<file path="src/rtl/div_pkg.sv">
// rtl/div_pkg.sv - shared state encoding and sizing helpers for the sequential divider
package div_pkg;

  // Two-bit state code; the unused codes fall back to idle behaviour.
  typedef enum logic [1:0] {
    ST_IDLE = 2'b00,
    ST_RUN  = 2'b01
  } div_state_e;

  // Width of the iteration counter needed to count up to WIDTH.
  function automatic int cnt_width(input int width);
    return $clog2(width + 1);
  endfunction

endpackage

</file>
<file path="src/rtl/div_step.sv">
// rtl/div_step.sv - one restoring-division step: shift in a dividend bit, trial-subtract
import div_pkg::*;

module div_step #(
  parameter int WIDTH = 4
) (
  input  logic [WIDTH:0]   p_i,
  input  logic             bit_i,
  input  logic [WIDTH-1:0] d_i,
  output logic [WIDTH:0]   p_o,
  output logic             q_bit_o
);

  logic [WIDTH:0] p_shift;
  logic [WIDTH:0] d_ext;
  logic [WIDTH:0] p_diff;

  assign p_shift = {p_i[WIDTH-1:0], bit_i};
  assign d_ext   = {1'b0, d_i};
  assign p_diff  = p_shift - d_ext;

  // Keep the difference only when the shifted remainder covers the divisor.
  always_comb begin
    q_bit_o = (p_shift >= d_ext);
    p_o     = q_bit_o ? p_diff : p_shift;
  end

endmodule

</file>
<file path="src/rtl/seq_divider_nxn.sv">
// rtl/seq_divider_nxn.sv - iterative unsigned restoring divider, one quotient bit per clock
import div_pkg::*;

module seq_divider_nxn #(
  parameter int WIDTH = 4
) (
  input  logic             clk,
  input  logic             rst_n,
  input  logic             start,
  input  logic [WIDTH-1:0] dividend,
  input  logic [WIDTH-1:0] divisor,
  output logic [WIDTH-1:0] quotient,
  output logic [WIDTH-1:0] remainder,
  output logic             busy,
  output logic             done,
  output logic             div_by_zero
);

  localparam int CNT_W = cnt_width(WIDTH);
  localparam logic [CNT_W-1:0] LAST_CNT = CNT_W'(WIDTH - 1);

  div_state_e       state_q, state_d;
  logic [WIDTH:0]   p_q, p_d;
  logic [WIDTH-1:0] q_q, q_d;
  logic [WIDTH-1:0] d_q, d_d;
  logic [CNT_W-1:0] cnt_q, cnt_d;
  logic [WIDTH-1:0] quo_q, quo_d;
  logic [WIDTH-1:0] rem_q, rem_d;
  logic             dbz_q, dbz_d;
  logic             done_q, done_d;

  logic [WIDTH:0]   step_p;
  logic             step_bit;
  logic [WIDTH-1:0] q_shift;

  div_step #(.WIDTH(WIDTH)) u_step (
    .p_i     (p_q),
    .bit_i   (q_q[WIDTH-1]),
    .d_i     (d_q),
    .p_o     (step_p),
    .q_bit_o (step_bit)
  );

  assign q_shift = {q_q[WIDTH-2:0], step_bit};

  // State and datapath registers; reset clears everything and aborts any run.
  always_ff @(posedge clk) begin
    if (!rst_n) begin
      state_q <= ST_IDLE;
      p_q     <= '0;
      q_q     <= '0;
      d_q     <= '0;
      cnt_q   <= '0;
      quo_q   <= '0;
      rem_q   <= '0;
      dbz_q   <= 1'b0;
      done_q  <= 1'b0;
    end else begin
      state_q <= state_d;
      p_q     <= p_d;
      q_q     <= q_d;
      d_q     <= d_d;
      cnt_q   <= cnt_d;
      quo_q   <= quo_d;
      rem_q   <= rem_d;
      dbz_q   <= dbz_d;
      done_q  <= done_d;
    end
  end

  // Next-state logic: accept in idle, iterate in run, publish results on the last step.
  always_comb begin
    state_d = state_q;
    p_d     = p_q;
    q_d     = q_q;
    d_d     = d_q;
    cnt_d   = cnt_q;
    quo_d   = quo_q;
    rem_d   = rem_q;
    dbz_d   = dbz_q;
    done_d  = 1'b0;
    case (state_q)
      ST_RUN: begin
        p_d   = step_p;
        q_d   = q_shift;
        cnt_d = cnt_q + 1'b1;
        if (cnt_q == LAST_CNT) begin
          quo_d   = q_shift;
          rem_d   = step_p[WIDTH-1:0];
          dbz_d   = 1'b0;
          done_d  = 1'b1;
          state_d = ST_IDLE;
        end
      end
      default: begin
        if (start) begin
          if (divisor == '0) begin
            // Divide by zero resolves immediately without entering run.
            quo_d  = '1;
            rem_d  = dividend;
            dbz_d  = 1'b1;
            done_d = 1'b1;
          end else begin
            d_d     = divisor;
            q_d     = dividend;
            p_d     = '0;
            cnt_d   = '0;
            state_d = ST_RUN;
          end
        end
      end
    endcase
  end

  assign quotient    = quo_q;
  assign remainder   = rem_q;
  assign busy        = (state_q == ST_RUN);
  assign done        = done_q;
  assign div_by_zero = dbz_q;

endmodule

</file>
<file path="config.mk">
export PLATFORM = sky130hd
export DESIGN_NAME = seq_divider_nxn
export DESIGN_NICKNAME = d
export VERILOG_FILES = /design/src/rtl/div_pkg.sv /design/src/rtl/div_step.sv /design/src/rtl/seq_divider_nxn.sv
export SDC_FILE = /design/constraint.sdc
export NUM_CORES = 1
export LEC_CHECK = 0
export BUFFER_PORTS_ARGS = -buffer_cell sky130_fd_sc_hd__buf_2
export CAP_MARGIN = 10
export CELL_PAD_IN_SITES_DETAIL_PLACEMENT = 1
export CELL_PAD_IN_SITES_GLOBAL_PLACEMENT = 1
export CORE_MARGIN = 3
export CORE_UTILIZATION = 41
export CTS_CLUSTER_DIAMETER = 40
export DETAILED_ROUTE_END_ITERATION = 16
export GPL_TIMING_DRIVEN = 0
export PLACE_DENSITY_LB_ADDON = 0.1
export SLEW_MARGIN = 20
export SYNTH_ARGS = -nofsm -noshare
export SYNTH_HDL_FRONTEND = slang
export SYNTH_SLANG_ARGS = --single-unit
export TNS_END_PERCENT = 5
</file>
<file path="constraint.sdc">
create_clock -name clk -period 2 [get_ports clk]
set_clock_uncertainty 0.1 [all_clocks]
set_input_delay 0.4 -clock clk [delete_from_list [all_inputs] [get_ports clk]]
set_output_delay 0.4 -clock clk [all_outputs]
set_load 0.05 [all_outputs]
</file>
== Word level (Yosys, flattened, before mapping) ==
Index checks and enable logic that the tools add are counted.

* Add/sub/neg operators: 2
* Magnitude comparators: 1
* Equality and inequality tests: 4
* Muxes and demuxes: 30
* Bitwise gates (word level): 2
* Reductions and logical operators: 7

{| class="wikitable"
|+ Operators with widths
! kind !! number
|-
| $mux W4 || 15
|-
| $mux W3 || 3
|-
| $reduce_and A3 Y1 || 3
|-
| $mux W1 || 8
|-
| $mux W2 || 4
|-
| $ge A5 B4 Y1 || 1
|-
| $logic_not A4 Y1 || 1
|-
| $reduce_bool A2 Y1 || 2
|-
| $sub A4 B4 Y4 || 1
|-
| $add A3 B1 Y3 const B || 1
|-
| $eq A3 B2 Y1 const B || 1
|-
| $eq A2 B1 Y1 const B || 1
|-
| $ne A2 B1 Y1 const B || 1
|-
| $ne A2 B2 Y1 const B || 1
|-
| $not A1 Y1 || 2
|-
| $reduce_and A2 Y1 || 1
|}

* Flip-flop bits (word level): 27
* Input bits: 11
* Output and inout bits: 11
* Word-level logic and storage cells: 55

== Logic depth before layout (Yosys ltp) ==
Gate-level depths: netlist of the first run.

* Depth in word-level cells: 4
* Depth in mapped cells: 8
* Mapped depth without buffers: 8

== Hierarchy ==
A second synthesis of the first run with hierarchy kept.

* Cells, all modules: 155
* Area total of the unflattened synthesis: 1,401.3 um^2

{| class="wikitable"
|+ Modules (own cells, without submodules)
! module !! instances !! cells each !! area each (um^2) !! sequential area each (um^2)
|-
| seq_divider_nxn || 1 || 120 || 1,153.6 || 540.5
|-
| div_step || 1 || 35 || 247.7 || 0.0
|}

== Least setup slack after synthesis of the first run ==
No wires, ideal clock.

* Kind: register to register
* From: reg state_q[0]
* To: reg rem_q[0], in the netlist remainder[0]
* Library setup time: 119 ps
* Arrival: 1,586 ps
* Required time: 1,781 ps
* Slack: 195 ps
* Cell stages (with the launch flop): 6
* Buffers on the path: 1
* Period minus slack after synthesis: 1,805 ps
* Cells stage by stage: dfxtp_1 > buf_2 > nand2_1 > nand2_2 > o21ai_0 > o221a_2

* Word-level cells in the longest chain between the ends: 3
* Elaborated cells between the ends (all ways): 6
* Those cells by class: 2 x eq/ne; 1 x mux; 3 x reduce/logical

{| class="wikitable"
|+ Ends and longest elaborated chain
! what !! RTL line !! text
|-
| from (decl) || seq_divider_nxn.sv:22 || <nowiki>div_state_e state_q, state_d;</nowiki>
|-
| from (signal assigned) || seq_divider_nxn.sv:59 || <nowiki>state_q <= state_d;</nowiki>
|-
| $eq A2 B1 Y1 (*) || seq_divider_nxn.sv:82 || <nowiki>case (state_q)</nowiki>
|-
| $ne A2 B1 Y1 (no line) or $reduce_bool A2 Y1 (tied branches) || -- ||
|-
| $reduce_and A3 Y1 (no line) || -- ||
|-
| to (signal assigned) || seq_divider_nxn.sv:65 || <nowiki>rem_q <= rem_d;</nowiki>
|-
| to (decl) || seq_divider_nxn.sv:28 || <nowiki>logic [WIDTH-1:0] rem_q, rem_d;</nowiki>
|}

Mark *: on every way between the ends. The rest lies on a longest branch, timed or not.
A chain may end at the register's enable or synchronous reset.

== Worst setup path in the final report of the first run ==
* From: reg d_q[1]
* To: reg rem_q[0], in the netlist remainder[0]

* Word-level cells in the longest chain between the ends: 4

{| class="wikitable"
|+ Ends and longest elaborated chain
! what !! RTL line !! text
|-
| from (decl) || seq_divider_nxn.sv:25 || <nowiki>logic [WIDTH-1:0] d_q, d_d;</nowiki>
|-
| from (signal assigned) || seq_divider_nxn.sv:52 || <nowiki>d_q <= '0;</nowiki>
|-
| from (signal assigned) || seq_divider_nxn.sv:62 || <nowiki>d_q <= d_d;</nowiki>
|-
| $ge A5 B4 Y1 || div_step.sv:24 || <nowiki>q_bit_o = (p_shift >= d_ext);</nowiki>
|-
| $mux W4 || div_step.sv:25 || <nowiki>p_o = q_bit_o ? p_diff : p_shift;</nowiki>
|-
| $mux W4 || seq_divider_nxn.sv:87 || <nowiki>if (cnt_q == LAST_CNT) begin</nowiki>
|-
| $mux W4 || seq_divider_nxn.sv:82 ||
|}

No other way between the ends. The select of a mux whose other input is x is not followed.

==> results.json, run 1 <==
{
  "outcome": "finished clean",
  "power.density_cell_area_mw_per_mm2": 684,
  "hold_slack_ns": 0.236,
  "achievable-frequency_ghz": 0.518,
  "cts_htree_levels": 1,
  "drc": 0,
  "drt_first_pass_iters": 4,
  "grt_start_max_net_pins": 14,
  "buffer_ports.inserted": 21,
  "power_switching_uw": 321,
  "register_bit_count_reported_by_yosys": 26,
  "syn_nets": 162,
  "most_frequent_cells_in_the_layout": "dfxtp_1, buf_2, nand2_1",
  "boundaryPins": 22,
  "dr.first_iter.drc_count": 33,
  "first_global_vias": 1150,
  "p_int_uw": 725,
  "critical_path_peak_fanout": 5,
  "worstMarginPinSlew_ns": 0.455,
  "routed_wirelength_um": 3310,
  "place.detailed.hpwl_um": 2460,
  "number_of_endpoints_failing_setup_at_the_final_stage": 0,
  "n_antenna_cell": 0,
  "max_cap_violations": 0,
  "timing.final.crit_period_ns": 1.93,
  "grt_first_pass_wirelength_um": 5460,
  "syn_area_mm2": 0.00130,
  "setup_total_negative_slack_ns": 0,
  "critical_path.startpoint": "d_q[1]",
  "min-delay-path-class": "in2reg",
  "routed_via_density": 5.44,
  "number_of_rows_in_the_core_area": 19,
  "clock_tree_from_tritoncts": "done",
  "synthDistinctLibCells": 34,
  "flow.area_growth_from_synthesis_pct": 17.5,
  "post-route-cell-area_mm2": 0.00153,
  "synth-seq-area-share_pct": 40.0,
  "placeableCoreArea_mm2": 0.00288,
  "cts_made_buffers": 3,
  "critPathKind": "reg2reg",
  "clock-sinks": 26,
  "final.period_utilization_pct": 96.5,
  "power.share.combinational_pct": 24.3,
  "floorplan.die.height_um": 62.3,
  "gp_congestion": 0.850,
  "p_sw_share_pct": 30.7,
  "placedInstanceArea_mm2": 0.00146,
  "synth_area_per_cell_um2": 9.04,
  "final_layout_size_suffix_gt1_share_pct": 25.1,
  "clk_latency_ns": 0.33,
  "die-area_mm2": 0.00389,
  "drv_slew": 0,
  "clkPwrFrac_pct": 21.9,
  "yosys_warning_count": 0,
  "finalHoldViolCount": 0,
  "worstSetupEndpointType": "flip-flop",
  "initial_core_util_pct": 45.2,
  "clock_path_buffers": 2,
  "synthesis.instances": 144,
  "r2r_start": "d_q[1]",
  "share_seq_of_total_power_pct": 53.8,
  "initial_antenna_violation_count": 0,
  "clock_tree.root_cell": "clkbuf_4",
  "holdCritStartpoint": "divisor[3]",
  "dr_total_vias": 1158,
  "vdd_drop_max_mv": 0.425,
  "final_nets": 191,
  "cp.required_ns": 2.19,
  "slew_headroom_pct": 69.7,
  "grt-ovfl-total": 0,
  "ant_nets": 0,
  "cp-start-kind": "flip-flop",
  "worst_setup_hold_path_clk_slew_ns": 0.14,
  "most_common_library_cell_in_the_layout_ignoring_fill_and_taps": "dfxtp_1",
  "timing.critical_path.arrival_ns": 2.12,
  "power.leakage_uw": 0.000665,
  "routed_wire_length_per_instance_um": 15.5,
  "grt_usage_pct": 17.6,
  "die-width_um": 62.3,
  "cts_hold_buf": 0
}
## path summary, 6_finish.rpt
| check | to | slack (ns) | cells past startpoint |
|---|---|---|---|
| min reg2reg | q_q[1] | 0.37 | 2 |
| min | d_q[3] | 0.24 | 3 |
| max reg2reg | remainder[0] | 0.07 | 6 |
| max | remainder[0] | 0.07 | 6 |
## routing by layer
layer  vias to the layer above  GRT usage (%)  part of all wire [%]
li1                        568              -                     -
met1                       557           21.5                    45
met2                        27           30.5                    48
met3                         6           4.86                   5.2
met4                         0           4.68                   1.2
met5                         -              0                     0
## sequential cells by signal, summed over array words and instances (netlist names)
signal,cells
state_q,1
done,1
quotient,4
d_q,4
remainder,4
q_q,4
div_by_zero,1
p_q,4
cnt_q,3
## critical path, cell delays in order, from the launching register on
cell and delay [ns]:
dfxtp_1 0.37, inv_1 0.08, ha_1 0.34, a21oi_2 0.09
a22oi_2 0.36, mux2i_1 0.32, o221a_2 0.23
## cell type report
| cell class | instances | area (um2) |
|---|---|---|
| Timing Repair Buffer | 24 | 128 |
| Clock buffer | 3 | 22.5 |
| Tap cell | 42 | 52.6 |
| Fill cell | 346 | 1350 |
| Inverter | 11 | 41.3 |
| Buffer | 5 | 21.3 |
| Multi-Input combinational cell | 102 | 742 |
| Sequential cell | 26 | 522 |
## cell families after synthesis
group / synth area share (%)
buffers and inverters: 4.81
adder cells (fa/ha/maj): 7.31
flip-flops: 40.0
AO/OA/AOI/OAI: 24.2
XOR/XNOR: 0.673
AND/OR/NAND/NOR: 17.6
multiplexers: 5.38
## cell usage after synthesis
master,instances,share of area [%]
dfxtp_1,26,40
nand2_1,17,4.9
inv_1,11,3.2
o21ai_0,10,3.8
a21oi_1,9,3.5
and2_1,7,3.4
mux2i_1,7,5.4
ha_1,6,5.8
nor2b_1,5,2.4
a21boi_0,4,2.3
o21a_1,4,2.3
o221a_2,4,3.5
a22oi_1,3,1.7
clkbuf_1,3,0.87
buf_2,2,0.77
nand2_2,2,0.96
nand2b_1,2,0.96
nand3_1,2,0.77
nor2_1,2,0.58
nor4_1,2,0.96
o211ai_1,2,1.2
o221ai_1,2,1.3
a21boi_1,1,0.58
a21oi_4,1,1.3
a22oi_2,1,0.96
fa_1,1,1.5
nand2_4,1,0.87
nand3b_1,1,0.58
nor3_1,1,0.38
o211a_1,1,0.77
o21ai_1,1,0.38
o41ai_1,1,0.67
or4_4,1,0.87
xor2_1,1,0.67
## power by group through the flow
stage	Sequential, uW	Clock (uW)	Combinational [uW]
final	563	230	254
after global routing	568	270	283
after CTS	562	233	226
after detailed placement	573	0	225
after global placement	572	0	218
after floorplan	587	0	146
## metrics by stage
step,utilization (%),setup slack (ns),instances,total power (uW)
6_report,53.2,0.0692,213,1050
5_1_grt,53.2,-0.0503,213,1120
4_1_cts,51.5,0.0398,210,1020
3_5_place_dp,50.7,0.104,207,798
3_3_place_gp,50.7,0.102,207,790
2_1_floorplan,-,0.195,144,733
## repair_timing
item	in CTS	in global routing
setup buffers	0	3
endpoints found under the hold margin	0	0
resized for setup	0	5
endpoints found under the setup margin	0	6
(Power assumes the default switching activity.)
==> run 2: changes to the inputs <==
Clock period 2 ns to 2.1 ns, I/O delays scaled along.
==> results.json, run 2 (synthesis results as in run 1) <==
{
  "most_common_library_cell_in_the_layout_ignoring_fill_and_taps": "dfxtp_1",
  "r2r_start": "q_q[3]",
  "setup_repair_after_global_routing_missed_its_margin": "false",
  "clock_tree_from_tritoncts": "done",
  "power.leakage_uw": 0.000642,
  "achievable-frequency_ghz": 0.510,
  "final_nets": 188,
  "cp.required_ns": 2.28,
  "number_of_endpoints_failing_setup_at_the_final_stage": 0,
  "outcome": "finished clean",
  "routed_wire_length_per_instance_um": 15.1,
  "clock_tree.root_cell": "clkbuf_4",
  "flow.area_growth_from_synthesis_pct": 13.8,
  "num-fill-cells": 349,
  "most_frequent_cells_in_the_layout": "dfxtp_1, buf_2, nand2_1",
  "die-area_mm2": 0.00389,
  "worstMarginPinSlew_ns": 0.477,
  "holdCritStartpoint": "divisor[3]",
  "finalHoldViolCount": 0,
  "clock_path_buffers": 2,
  "grt-ovfl-total": 0,
  "timing.final.crit_period_ns": 1.96,
  "min-delay-path-class": "in2reg",
  "floorplan.die.height_um": 62.3,
  "clock-sinks": 26,
  "initial_antenna_violation_count": 0,
  "routed_wirelength_um": 3170,
  "cts_htree_levels": 1,
  "timing.reg2reg.worst_path_depth": 7,
  "cp-start-kind": "flip-flop",
  "number_of_rows_in_the_core_area": 19,
  "post_cts.resized_instances": 0,
  "dr.first_iter.drc_count": 27,
  "max_cap_violations": 0,
  "hold_slack_ns": 0.259,
  "setup_total_negative_slack_ns": 0,
  "routed_via_density": 5.36,
  "placedInstanceArea_mm2": 0.00146,
  "die-width_um": 62.3,
  "placeableCoreArea_mm2": 0.00288,
  "place.detailed.hpwl_um": 2460,
  "grt_start_max_net_pins": 14,
  "drv_slew": 0,
  "power.density_cell_area_mw_per_mm2": 650,
  "finalCoreUtilization_pct": 51.5,
  "worst_setup_hold_path_clk_slew_ns": 0.14,
  "cts_hold_buf": 0,
  "worst_r2r_endpoint": "remainder[1]",
  "hold-path-cell-count": 3,
  "drt_first_pass_iters": 4,
  "n_antenna_cell": 0,
  "buffer_ports.inserted": 21,
  "first_global_vias": 1150,
  "clk_latency_ns": 0.32,
  "post-cts-setup-buffers": 0,
  "drc": 0,
  "critPathKind": "reg2reg",
  "post-route-cell-area_mm2": 0.00148,
  "grt_first_pass_wirelength_um": 5460,
  "final.period_utilization_pct": 93.4,
  "vdd_drop_max_mv": 0.379,
  "cts_made_buffers": 3,
  "final_layout_size_suffix_gt1_share_pct": 21.4,
  "dr_total_vias": 1126,
  "ant_nets": 0,
  "timing.critical_path.arrival_ns": 2.14,
  "gp_congestion": 0.850,
  "critical_path_peak_fanout": 5,
  "worst_hold_path.endpoint": "d_q[3]",
  "grt_usage_pct": 17.6,
  "slew_headroom_pct": 68.2,
  "reg2reg_setup_slack_ns": 0.14,
  "initial_core_util_pct": 45.2,
  "worstSetupEndpointType": "flip-flop",
  "boundaryPins": 22
}
## run 2: cell types whose count changed in the layout (fill, tap and decap cells not counted), sizes merged
cell  change
buf       -3
## run 2: worst max-delay path, stage by stage, from the launching register on
cell and delay [ns]:
dfxtp_1 0.37, inv_1 0.06, ha_1 0.29, nand2b_1 0.11, a21oi_1 0.10, a22oi_2 0.38
mux2i_1 0.30, o221a_2 0.21
## run 2: how the worst max path moves through the flow
stage / cells after the start / slack (ns) / end / from
global placement: 6 / 0.18 / remainder[0] / divisor[3]
detailed placement: 6 / 0.20 / remainder[0] / divisor[3]
finish: 7 / 0.14 / remainder[1] / q_q[3]
floorplan: 5 / 0.30 / remainder[0] / state_q[0]
global route: 7 / 0.003 / remainder[0] / q_q[3]
CTS: 7 / 0.14 / remainder[1] / q_q[3]
## run 2: power breakdown
group | switching (uW) | total (uW) | internal, uW
clock | 147 | 215 | 67.4
combinational | 129 | 213 | 84.0
sequential | 17.7 | 535 | 518
total | 294 | 963 | 669
## run 2: metrics by stage
step                      cells  setup WS [ns]  power (uW)
after global routing        210        0.00278        1040
final                       210          0.138         963
after CTS                   210          0.140         973
after detailed placement    207          0.197         760
after floorplan             144          0.295         698
after global placement      207          0.182         752
## run 2: layout make-up
| type | instances | area [um2] | area share [%] |
|---|---|---|---|
| Clock buffer | 3 | 22.5 | 1.52 |
| Inverter | 11 | 41.3 | 2.79 |
| Tap cell | 42 | 52.6 | 3.55 |
| Sequential cell | 26 | 520 | 35.1 |
| Multi-Input combinational cell | 102 | 718 | 48.5 |
| Timing Repair Buffer | 21 | 105 | 7.09 |
| Buffer | 5 | 21.3 | 1.44 |
## run 2: layer usage
metal / wire length (um) / share of wire (%) / vias to the layer above / GRT usage [%]
li1: - / - / 559 / -
met1: 1490 / 47 / 540 / 21.5
met2: 1490 / 47 / 21 / 30.5
met3: 146 / 4.6 / 6 / 4.86
met4: 40 / 1.3 / 0 / 4.68
met5: 0 / 0 / - / 0
==> run 3: changes to the inputs <==
Settings changed: CORE_UTILIZATION 41 to 37, MAX_ROUTING_LAYER from default to met4.
Clock period 2.1 ns to 1.6 ns, I/O delays scaled along.
==> results.json, run 3 (synthesis results as in run 1) <==
{
  "outcome": "finished with violations",
  "violations": "negative setup slack",
  "grt-ovfl-total": 0,
  "clkPwrFrac_pct": 23.5,
  "boundaryPins": 22,
  "postLayoutSetupSlackWorst_ns": -0.232,
  "routed_via_density": 5.37,
  "n_antenna_cell": 0,
  "floorplan.die.height_um": 65.3,
  "groute.layer.met2.usage_pct": 31.0,
  "grt_usage_pct": 18.8,
  "clock_tree_from_tritoncts": "done",
  "power_switching_uw": 449,
  "number_of_rows_in_the_core_area": 20,
  "power.leakage_uw": 0.000683,
  "reg2reg_setup_slack_ns": -0.23,
  "clock_tree.root_cell": "clkbuf_4",
  "flow.area_growth_from_synthesis_pct": 28.3,
  "r2r_start": "q_q[3]",
  "final.period_utilization_pct": 115,
  "cts_made_buffers": 3,
  "drt_first_pass_iters": 4,
  "max_cap_violations": 0,
  "cts_htree_levels": 1,
  "routed_wirelength_um": 3590,
  "routed_wire_length_per_instance_um": 16.5,
  "first_global_vias": 1207,
  "dr.first_iter.drc_count": 66,
  "grt_most_used_layer": "met2",
  "clk_latency_ns": 0.32,
  "critical_path_peak_fanout": 4,
  "die-area_mm2": 0.00426,
  "clock_path_buffers": 2,
  "setup_repair_after_global_routing_missed_its_margin": "true",
  "placeableCoreArea_mm2": 0.00320,
  "die-width_um": 65.3,
  "power.share.combinational_pct": 28.1,
  "endpoint": "remainder[1]",
  "cts_hold_buf": 0,
  "timing.reg2reg.worst_path_depth": 8,
  "initial_core_util_pct": 40.6,
  "timing.final.crit_period_ns": 1.83,
  "worst_r2r_endpoint": "remainder[1]",
  "grt_first_pass_wirelength_um": 6020,
  "place.detailed.hpwl_um": 2650,
  "worst_setup_hold_path_clk_slew_ns": 0.15,
  "final_layout_size_suffix_gt1_share_pct": 35.8,
  "achievable-frequency_ghz": 0.546,
  "p_int_uw": 1010,
  "clock-sinks": 26,
  "grt.met3_usage_pct": 2.74,
  "share_seq_of_total_power_pct": 48.4,
  "power.density_cell_area_mw_per_mm2": 877,
  "setup_total_negative_slack_ns": -1.33,
  "worstSetupEndpointType": "flip-flop",
  "vdd_drop_max_mv": 0.407,
  "grt_start_max_net_pins": 15,
  "timing.critical_path.arrival_ns": 2.02,
  "p_sw_share_pct": 30.7,
  "min-delay-path-class": "in2reg",
  "gp_congestion": 0.784,
  "drv_slew": 0,
  "ant_nets": 0,
  "most_frequent_cells_in_the_layout": "buf_2, dfxtp_1, nand2_1",
  "most_common_library_cell_in_the_layout_ignoring_fill_and_taps": "buf_2",
  "final_nets": 192,
  "gr-usage-met1_pct": 24.0,
  "worstMarginPinSlew_ns": 0.507,
  "cp.required_ns": 1.78,
  "critical_path.startpoint": "q_q[3]",
  "number_of_endpoints_failing_setup_at_the_final_stage": 8,
  "initial_antenna_violation_count": 0,
  "drc": 0,
  "critPathKind": "reg2reg",
  "dr_total_vias": 1165,
  "finalHoldViolCount": 0,
  "cp-start-kind": "flip-flop",
  "finalCoreUtilization_pct": 52.1,
  "slew_headroom_pct": 65.9,
  "buffer_ports.inserted": 21
}
## run 3: cell types whose count changed in the layout (fill, tap and decap cells not counted), sizes merged
cell,previous run,this run
buf,23,27
clkbuf,6,7
## run 3: worst min path at each step
stage          slack (ns)        start  depth (start not counted)     endpoint
2_1_floorplan        0.34       q_q[1]                          2       q_q[1]
3_3_place_gp         0.35  div_by_zero                          2  div_by_zero
3_5_place_dp         0.36       q_q[1]                          2       q_q[1]
4_1_cts              0.16   divisor[3]                          3       d_q[3]
5_1_grt              0.17   divisor[3]                          3       d_q[3]
6_report             0.17   divisor[3]                          3       d_q[3]
## run 3: metal layers
layer / up-vias / part of all wire (%) / wire length [um]
met5: - / 0 / 0
met4: 0 / 1.7 / 61
met3: 8 / 1.3 / 46
met2: 12 / 51 / 1830
met1: 577 / 46 / 1640
li1: 568 / - / -
## run 3: cell type report
| class | instances | area (um2) |
|---|---|---|
| inverter | 11 | 41.3 |
| fill | 396 | 1530 |
| clock buffer | 4 | 36.3 |
| tap | 44 | 55.1 |
| timing repair buffer | 25 | 139 |
| buffer | 5 | 21.3 |
| sequential | 26 | 527 |
| multi-input combinational | 102 | 850 |
## run 3: power by group through the flow
stage                     Clock [uW]  Combinational (uW)  Sequential, uW
after CTS                        345                 385             706
after detailed placement           0                 307             720
after global routing             381                 449             713
after global placement             0                 292             719
final                            344                 411             708
after floorplan                    0                 198             737
## run 3: what timing repair did
item                       4_1_cts  5_1_grt
resized for setup               10        9
cloned                           0        0
buffers inserted                 3        1
setup endpoints to repair       11       14
pin swaps                        4        2
## run 3: stage by stage
step	worst slack [ns]	total power, uW	area, um2	hold slack (ns)	instances
finish	-0.232	1460	1670	0.173	217
global route	-0.307	1540	1670	0.169	217
CTS	-0.209	1440	1620	0.162	216
detailed placement	-0.391	1030	1500	0.364	209
global placement	-0.298	1010	1500	0.348	209
floorplan	-0.0503	935	1340	0.336	144
## run 3: critical path, stage by stage (launching register included)
cell and delay (ns):
dfxtp_2 0.36, inv_2 0.05, ha_4 0.25, nand2b_4 0.12
a21oi_4 0.06, a22oi_2 0.22, buf_6 0.18, mux2i_4 0.25
o221a_2 0.21
